## config.mk

```make
export PLATFORM = sky130hd
export DESIGN_NAME = fp_classify
export DESIGN_NICKNAME = d
export VERILOG_FILES = /design/src/rtl/fpchk_pkg.sv /design/src/rtl/fp_classify.sv
export SDC_FILE = /design/constraint.sdc
export NUM_CORES = 1
export LEC_CHECK = 0
export CAP_MARGIN = 25
export CORE_AREA = 3 3 40 42
export DETAILED_ROUTE_END_ITERATION = 10
export DIE_AREA = 0 0 43 45
export PLACE_DENSITY_LB_ADDON = 0.15
export SYNTH_ARGS = -nofsm -noshare
export SYNTH_HDL_FRONTEND = slang
export SYNTH_SLANG_ARGS = --single-unit
```

## constraint.sdc

```tcl
create_clock -name vclk -period 0.8
set_input_delay 0.16 -clock vclk [all_inputs]
set_output_delay 0.16 -clock vclk [all_outputs]
set_load 0.05 [all_outputs]
```

## src/rtl/fpchk_pkg.sv

```systemverilog
// fpchk_pkg: FSM states, class codes and sticky-flag indices for the operand exception checker.
package fpchk_pkg;
  typedef enum logic [1:0] {IDLE, CLASSIFY, RESPOND, WAIT_LOW} state_t;
  localparam logic [2:0] CLS_NORMAL  = 3'b000;
  localparam logic [2:0] CLS_SUBNORM = 3'b001;
  localparam logic [2:0] CLS_INF     = 3'b011;
  localparam logic [2:0] CLS_QNAN    = 3'b100;
  localparam logic [2:0] CLS_SNAN    = 3'b101;
  localparam logic [2:0] CLS_ZERO    = 3'b111;
  localparam int STK_ZERO    = 0;
  localparam int STK_SUBNORM = 1;
  localparam int STK_INF     = 2;
  localparam int STK_QNAN    = 3;
  localparam int STK_SNAN    = 4;
  function automatic logic [4:0] sticky_bit(input logic [2:0] c);
    return c == CLS_SNAN    ? 5'(1) << STK_SNAN :
           c == CLS_QNAN    ? 5'(1) << STK_QNAN :
           c == CLS_INF     ? 5'(1) << STK_INF :
           c == CLS_SUBNORM ? 5'(1) << STK_SUBNORM :
           c == CLS_ZERO    ? 5'(1) << STK_ZERO : 5'b0;
  endfunction
endpackage

```

## src/rtl/fp_classify.sv

```systemverilog
// fp_classify: combinational IEEE-style operand classifier (class code and sign).
module fp_classify
  import fpchk_pkg::*;
#(
  parameter int EXP_W = 8,
  parameter int MAN_W = 7
) (
  input  logic [EXP_W+MAN_W:0] operand,
  output logic [2:0]           cls,
  output logic                 sign
);
  logic [EXP_W-1:0] exp_f;
  logic [MAN_W-1:0] man_f;
  logic exp_zero, exp_max, man_zero;
  always_comb begin
    exp_f    = operand[EXP_W+MAN_W-1:MAN_W];
    man_f    = operand[MAN_W-1:0];
    sign     = operand[EXP_W+MAN_W];
    exp_zero = ~|exp_f;
    exp_max  = &exp_f;
    man_zero = ~|man_f;
    cls = exp_zero ? (man_zero ? CLS_ZERO : CLS_SUBNORM) :
          exp_max  ? (man_zero ? CLS_INF : man_f[MAN_W-1] ? CLS_QNAN : CLS_SNAN) :
          CLS_NORMAL;
  end
endmodule

```

== Word-level counts from Yosys, hierarchy flattened ==
Cells that the tools add are included.
Storage, ports and cells
  flip-flop bits (word level): 0
  output and inout bits: 4
  word-level logic and storage cells: 8
Operators by class
  muxes and demuxes: 5
  reduce and logical (&&, ||, !) cells: 3
Operators by type and width (count)
  $mux 3: 4
  $reduce_and 8->1: 1
  $reduce_or 8->1: 1
  $reduce_or 7->1: 1
  $mux 1: 1

== Depth between registers and ports, before layout ==
Gate-level depths: netlist of the first run.
  word-level depth: 4
  mapped depth: 3
  depth with buffers taken out: 3

== Worst setup path before layout of the first run ==
Ideal clock, no wire load.
  path type: input to output
  start: input port operand[4]
  end: output port cls[2]
  arrival time: 1.319 ns
  data required time: 0.640 ns
  path slack: -0.679 ns
  stages: 3
  path buffers: 0
  cell sequence: nor4_1 nand2_1 mux2i_1
On the way
  longest elaborated chain between the ends: 4
  elaborated cells between the ends (all ways): 5
  those cells by class: mux: 4; reduce/logical: 1
Ends and longest elaborated chain
  start, declared: line fp_classify.sv:8  | input logic [EXP_W+MAN_W:0] operand,
  $reduce_or 7->1 (*): line fp_classify.sv:21  | man_zero = ~|man_f;
  $mux 3 (2 in a row): line fp_classify.sv:23  | exp_max ? (man_zero ? CLS_INF : man_f[MAN_W-1] ? CLS_QNAN : CLS_SNAN) :
  $mux 3 (*): line fp_classify.sv:22  | cls = exp_zero ? (man_zero ? CLS_ZERO : CLS_SUBNORM) :
  end, declared: line fp_classify.sv:9  | output logic [2:0] cls,
Every way passes the cells marked *; elsewhere a longest branch is shown, timed or not.

== Worst setup path in the final report of the first run ==
  start: input port operand[3]
  end: output port cls[2]
The elaborated chain is that of the path after synthesis.

==> results of run 1 <==
[worst paths after layout]
check                        from     end  slack [ps]  cells after the start
worst max-delay path   operand[3]  cls[2]        -470                      5
worst min-delay path  operand[15]    sign         320                      0
[cell families (layout without fill, tap and decap cells)]
group,Yosys count,count (layout)
muxes,1,1
AOI/OAI and AO/OA,2,2
and+or+nand+nor,9,9
buffers and inverters,1,22
[cell usage after synthesis, drive strengths merged]
cell type | count | share of area
o21ai | 1 | 0.064
nor4 | 3 | 0.24
nand2 | 2 | 0.097
or2 | 1 | 0.081
nor3 | 1 | 0.064
buf | 1 | 0.097
a21oi | 1 | 0.064
mux2i | 1 | 0.13
nand4 | 2 | 0.16
[final cells by class]
| type | instances | area, um2 | area share |
|---|---|---|---|
| Timing Repair Buffer | 22 | 205 | 0.531 |
| Multi-Input combinational cell | 12 | 163 | 0.421 |
| Tap cell | 15 | 18.8 | 0.0485 |
[metrics by stage]
step / util / setup WS [ps]
CTS: 0.301 / -491
floorplan: - / -312
global placement: 0.318 / -785
finish: 0.301 / -468
global route: 0.301 / -517
detailed placement: 0.318 / -804
[routing by layer]
metal / up-vias / routed length [um] / GRT usage
li1: 95 / - / -
met1: 77 / 177 / 0.0573
met2: 13 / 267 / 0.102
met3: 0 / 83 / 0.0239
met4: 0 / 0 / 0
met5: - / 0 / 0
[placed cells by master (no fill, tap or decap)]
cell             count
nor3_2               1
buf_2                8
o21ai_4              1
nand4_1              2
nor4_4               3
buf_4                2
nand2_2              2
buf_12               3
or2_4                1
buf_6                4
dlygate4sd2_1        4
mux2i_4              1
a21oi_4              1
clkdlybuf4s15_1      1
[power by group through the flow]
stage | registers, W | logic (W) | clock network [W]
finish | 0 | 0.000111 | 0
global route | 0 | 0.000117 | 0
CTS | 0 | 0.000112 | 0
detailed placement | 0 | 0.000130 | 0
global placement | 0 | 0.000125 | 0
floorplan | 0 | 0.0000299 | 0
[repair_timing]
item / 4_1_cts / 5_1_grt
pin swaps: 9 / 5
endpoints found under the setup margin: 3 / 3
hold endpoints to repair: 0 / 0
buffers inserted: 1 / 0
hold buffers: 0 / 0
resized for setup: 49 / 2
==> reports/metrics.yaml, run 1 <==
synth.area.mux_share: 0.129
grt_pass1_vias: 189
path_class: "primary input to output pin"
wl_um: 528
start_util: 0.0604
synthesis.nets: 29
seq_area_frac_synth: 0
nClkBuffers: 0
core_um2: 1280
die_y_um: 45
area_growth_pct: 398
antenna_found_initial: 0
grt.total_usage: 0.0531
rsz0062_at_grt: "yes"
setup_tns_ps: -1270
routedWlPerCell_um: 10.8
finalSetupViolCount: 3
drc: 0
viasPerCell: 3.78
internal-power_w: 0.0000642
synth_top_family_by_area: "simple AND/OR/NAND/NOR gates"
drtIter0Drc: 3
worstPathMaxFanout: 2
synth.distinct_cells: 9
worst_slew_pin_slew_ps: 219
layout_setup_ws_ps: -468
p_seq_frac: 0
synthCells: 13
dieWidth_um: 43
comb_power_share: 1.000
path_buf_inv: 2
min_path_type: "primary input to output pin"
gp_congestion: 0.701
cp_data_arrival_time_ps: 1110
clkPwrFrac: 0
yosys_warnings: 0
timing.hold.ws_ps: 320
path_cells: "clkdlybuf4s15_1, nor4_4, nand2_2, mux2i_4, buf_12"
finalMaxSlewViolations: 0
cp_top_family: "simple AND/OR/NAND/NOR gates"
seq_cells: 0
max-slew-margin-rel: 0.853
n_fill_cell: 137
period_minus_slack_ps: 1270
clock.fmax_mhz: 789
cpPeakStageDelay_ps: 240
num_vias: 185
worst_setup_path_start_kind: "primary input"
p_leak_nw: 0.142
setup.worst_path.end_class: "output pin"
grt-ovfl-total: 0
synth_area_um2: 77.6
die_area_um2: 1940
synth_compound_area_frac: 0.129
io_pins: 20
hold_violations: 0
io_buffer_count: 18
ant_nets: 0
cp_slowest_cell: "nor4_4"
drive_gt1_frac: 0.794
grt_pass1_wl_um: 841
violations: "setup timing"
dr.pass1.iters: 3
fp-row-count: 13
crit_required_ps: 640
grt_max_degree: 4
area.sequential_um2: 0
stdcell_count: 49
synth_xor_area_frac: 0
post_dp_cell_area_um2: 409
irDropWorstVdd_v: 0.000123
status: "finished with violations"
p_sw_frac: 0.420
min_period_over_period: 1.58
synthAdderAreaFrac: 0
stdcell_area_um2: 387
p_total_w: 0.000111
dp_hpwl_um: 477
maxCapViolCount: 0
syn_area_per_cell_um2: 5.97
fin_nets: 52
switchingPower_w: 0.0000466
p_per_area_nw_per_um2: 287
synth-simple-area-share: 0.645
num_antenna_cells: 0
dp.cells: 48
Power figures use the tool's default switching activity.
==> run 2, diff against run 1 <==
==> constraint.sdc (replaced) <==
create_clock -name vclk -period 0.8
set_input_delay 0.16 -clock vclk [all_inputs]
set_output_delay 0.16 -clock vclk [all_outputs]
set_load 0.02 [all_outputs]
==> run 2 against run 1 <==
  * The run still ends with setup timing left
  * Utilization is 0.88 points lower
  * Via count is 8.1% higher
  * Combinational power is 6% higher
  * Total power is 6.9% higher
  * Cell count is 2.0% higher
  * Non-clock buffer count is 1 higher
  * Sequential cell count stayed put
  * Wire length is 6.3% lower
  * Design area is 2.9% lower
  * Maximum frequency is 5.4% higher
  * Setup slack better by 65 ps
  * Critical path type unchanged
  * Largest power group unchanged
==> reports/metrics.yaml, run 2 (synthesis results as in run 1) <==
cp_top_family: "simple AND/OR/NAND/NOR gates"
grt_pass1_vias: 223  # +18%
final_common_cell: "buf_6"
setup.worst_path.end_class: "output pin"
cpPeakStageDelay_ps: 220  # -20 ps
fin_nets: 53  # +1.9%
area_growth_pct: 384
drive_gt1_frac: 0.829  # +0.0345
wl_um: 495  # -6.3%
path_class: "primary input to output pin"
fp-row-count: 13  # unchanged
cp_slowest_cell: "nor4_4"
worstPathMaxFanout: 3  # +1
maxCapViolCount: 0  # unchanged
rsz0062_at_grt: "yes"
path_cells: "buf_6, buf_6, nor4_4, nand2_2, mux2i_4, buf_6"
worst_slew_pin_slew_ps: 220  # +0.575 ps
drtIter0Drc: 0  # -3
routedWlPerCell_um: 9.90  # -8.1%
finalMaxSlewViolations: 0  # unchanged
io_buffer_count: 18  # unchanged
ctsHoldBuffers: 0  # unchanged
ant_nets: 0  # unchanged
seq_cells: 0  # unchanged
mostFrequentLayoutCells: "10 x buf_6, 7 x buf_2, 3 x nor4_4, 3 x clkdlybuf4s15_1"
grt.total_usage: 0.0539  # +0.000785
cp_data_arrival_time_ps: 1040  # -70 ps
irDropWorstVdd_v: 0.000138  # +12%
num_vias: 200  # +8.1%
min_period_over_period: 1.50  # -0.0817
layout_setup_ws_ps: -403  # +65.4 ps
dieWidth_um: 43  # unchanged
grt-ovfl-total: 0  # unchanged
violations: "setup timing"
start_util: 0.0604  # unchanged
die_area_um2: 1940  # unchanged
period_minus_slack_ps: 1200  # -65.4 ps
crit_required_ps: 640  # about the same
viasPerCell: 4.00  # +5.9%
nClkBuffers: 0  # unchanged
p_leak_nw: 0.142  # +0.36%
max-slew-margin-rel: 0.852  # about the same
dr.pass1.iters: 1  # -2
grt_max_degree: 4  # unchanged
core_um2: 1280  # unchanged
finalSetupViolCount: 3  # unchanged
timing.hold.ws_ps: 320  # -0.0130 ps
min_path_type: "primary input to output pin"
area.sequential_um2: 0  # unchanged
antenna_found_initial: 0  # unchanged
cpMostUsedCell: "buf_6"
clock.fmax_mhz: 832  # +5.4%
io_pins: 20  # unchanged
die_y_um: 45  # unchanged
n_fill_cell: 138  # +0.73%
hold_violations: 0  # unchanged
p_total_w: 0.000118  # +6.9%
post-route-util: 0.292  # -0.00876
p_per_area_nw_per_um2: 316  # +10%
grt_pass1_wl_um: 855  # +1.7%
gp_congestion: 0.736  # +5.1%
setup_tns_ps: -1070  # +194 ps
status: "finished with violations"
drc: 0  # unchanged
worst_setup_path_start_kind: "primary input"
dp_hpwl_um: 407  # -15%
num_antenna_cells: 0  # unchanged
path_buf_inv: 3  # +1
run 2: changes by cell type in the layout (fill, tap and decap cells not counted):
cell,change
o21ai_4,-1
o21ai_2,+1
clkdlybuf4s15_1,+2
buf_12,-3
dlygate4sd2_1,-3
buf_2,-1
buf_6,+6
run 2: final cells by class:
| cell class | instances | area, um2 | share of cell area |
|---|---|---|---|
| multi-input cells | 12 | 155 | 0.413 |
| well taps | 15 | 18.8 | 0.0500 |
| repair buffers | 23 | 201 | 0.537 |
run 2: layer usage:
metal  track usage  vias to the layer above  wire length [um]
met5             0                        -                 0
met1        0.0643                       85               206
met3       0.00797                        0                63
li1              -                       97                 -
met4       0.00602                        0                 0
met2         0.105                       18               224
run 2: power breakdown:
| group | leakage, nW | internal [W] | total [W] | switching, W |
|---|---|---|---|---|
| Clock | 0 | 0 | 0 | 0 |
| Combinational | 0.142 | 0.0000742 | 0.000118 | 0.0000443 |
| Sequential | 0 | 0 | 0 | 0 |
| Total | 0.142 | 0.0000742 | 0.000118 | 0.0000443 |
run 2: final timing paths:
check	start	cells after the start	slack, ps	to
worst min-delay path	operand[15]	0	320	sign
worst max-delay path	operand[14]	6	-400	cls[2]
run 2: repair_timing:
action	in CTS	in global routing
setup buffers	0	1
pin swaps	8	3
resized for setup	77	1
setup endpoints to repair	3	3
endpoints found under the hold margin	0	0
cloned	0	0
run 2: per-stage QoR:
stage	setup slack (ps)	instances	area (um2)
after floorplan	-150	13	155
after global placement	-1230	49	377
after detailed placement	-1250	49	377
after CTS	-391	49	362
after global routing	-472	50	375
final	-403	50	375
==> run 3, diff against run 2 <==
DONT_BUFFER_PORTS = 1   (was default)
==> run 3 against run 2 <==
  * Wire length is 31% lower
  * Die area unchanged
  * Design area shrank 50%
  * Non-clock buffer count shrank 22
  * Critical path depth is 3 lower
  * Critical endpoint unchanged
  * The flow still finishes with violations (setup timing)
  * Setup slack better by 200 ps
  * First-iteration DRC count unchanged
  * Via count is 41% lower
  * Cell count decreased by 44%
==> reports/metrics.yaml, run 3 (synthesis results as in run 1) <==
antenna_found_initial: 0  # unchanged
area_growth_pct: 142
grtUsageMet1: 0.0407  # -0.0236
drtIter0Drc: 0  # unchanged
fin_nets: 31  # -42%
drive_gt1_frac: 0.769  # -0.0593
nClkBuffers: 0  # unchanged
min_to: "sign"
grt_pass1_vias: 144  # -35%
hold_depth: 0  # unchanged
io_pins: 20  # unchanged
worst_slew_pin_slew_ps: 251  # +31.5 ps
viasPerCell: 4.21  # +5.4%
worst_setup_path_start_kind: "primary input"
grt.busiest_layer: "met2"
gr-usage-met3: 0.00797  # unchanged
finalSetupViolCount: 3  # unchanged
cp_data_arrival_time_ps: 840  # -200 ps
die_y_um: 45  # unchanged
start_util: 0.0604  # unchanged
drc: 0  # unchanged
die_area_um2: 1940  # unchanged
grt-ovfl-total: 0  # unchanged
area.sequential_um2: 0  # unchanged
hold_violations: 0  # unchanged
maxCapViolCount: 0  # unchanged
layout_setup_ws_ps: -198  # +204 ps
seq_cells: 0  # unchanged
num_vias: 118  # -41%
grt_pass1_wl_um: 531  # -38%
dieWidth_um: 43  # unchanged
crit_required_ps: 640  # about the same
multi_input_area_um2: 158  # +1.6%
p_total_w: 0.0000164  # -86%
dp_hpwl_um: 338  # -17%
min_period_over_period: 1.25  # -0.255
finalMaxSlewViolations: 0  # unchanged
grt.total_usage: 0.0332  # -0.0207
setup.worst_path.end_class: "output pin"
routedWlPerCell_um: 12.3  # +24%
violations: "setup timing"
path_class: "primary input to output pin"
p_per_area_nw_per_um2: 87.4  # -72%
setup_tns_ps: -484  # +587 ps
max-slew-margin-rel: 0.829  # -0.0235
min_path_type: "primary input to output pin"
p_leak_nw: 0.0313  # -78%
hold_start: "operand[15]"
num_antenna_cells: 0  # unchanged
core_um2: 1280  # unchanged
period_minus_slack_ps: 998  # -204 ps
timing.hold.ws_ps: 320  # unchanged
gp_congestion: 0.659  # -11%
io_buffer_count: 0  # -18
irDropWorstVdd_v: 0.0000241  # -83%
use_met2: 0.0599  # -0.0449
fp-row-count: 13  # unchanged
rsz0062_at_grt: "yes"
ant_nets: 0  # unchanged
n_fill_cell: 139  # +0.72%
status: "finished with violations"
dr.pass1.iters: 1  # unchanged
worstPathMaxFanout: 2  # -1
clock.fmax_mhz: 1000  # +20%
wl_um: 344  # -31%
mostFrequentLayoutCells: "3 x nor4_4, 2 x nand2_2, 2 x nand4_1"
grt_max_degree: 4  # unchanged
final_common_cell: "nor4_4"
-- run 3: worst max-delay path by stage --
stage	to	startpoint	depth (start not counted)	slack (ps)
6_report	cls[2]	operand[2]	3	-200
3_3_place_gp	cls[0]	operand[13]	3	-200
4_1_cts	cls[2]	operand[2]	3	-210
3_5_place_dp	cls[0]	operand[13]	3	-220
5_1_grt	cls[2]	operand[13]	3	-240
2_1_floorplan	cls[0]	operand[13]	3	-150
-- run 3: area by class of cell --
cell class	count	area share
Tap cell	15	0.100
Multi-Input combinational cell	12	0.840
Timing Repair Buffer	1	0.0600
-- run 3: critical path, stage by stage --
cell and delay [ps]:
nor4_4 260, nand2_2 140, mux2i_4 280
-- run 3: through the flow --
step                setup WS (ps)  instance area [um2]  utilization  cells
detailed placement           -221                  166        0.130     27
CTS                          -206                  188        0.146     28
global placement             -201                  166        0.130     27
finish                       -198                  188        0.146     28
global route                 -238                  188        0.146     28
floorplan                    -150                  155            -     13
-- run 3: where the power goes --
group	switching (W)	internal [W]
Sequential	0	0
Combinational	0.00000512	0.0000113
Clock	0	0
Total	0.00000512	0.0000113
-- run 3: timing repair --
item,CTS,global route
hold buffers,0,0
gates resized for setup,3,0
buffers inserted,1,0
hold endpoints to repair,0,0
pin swaps,3,2
endpoints found under the setup margin,3,3
-- run 3: layer usage --
metal	wire length (um)	up-vias
li1	-	52
met1	138	46
met2	125	20
met3	80	0
met4	0	0
met5	0	-
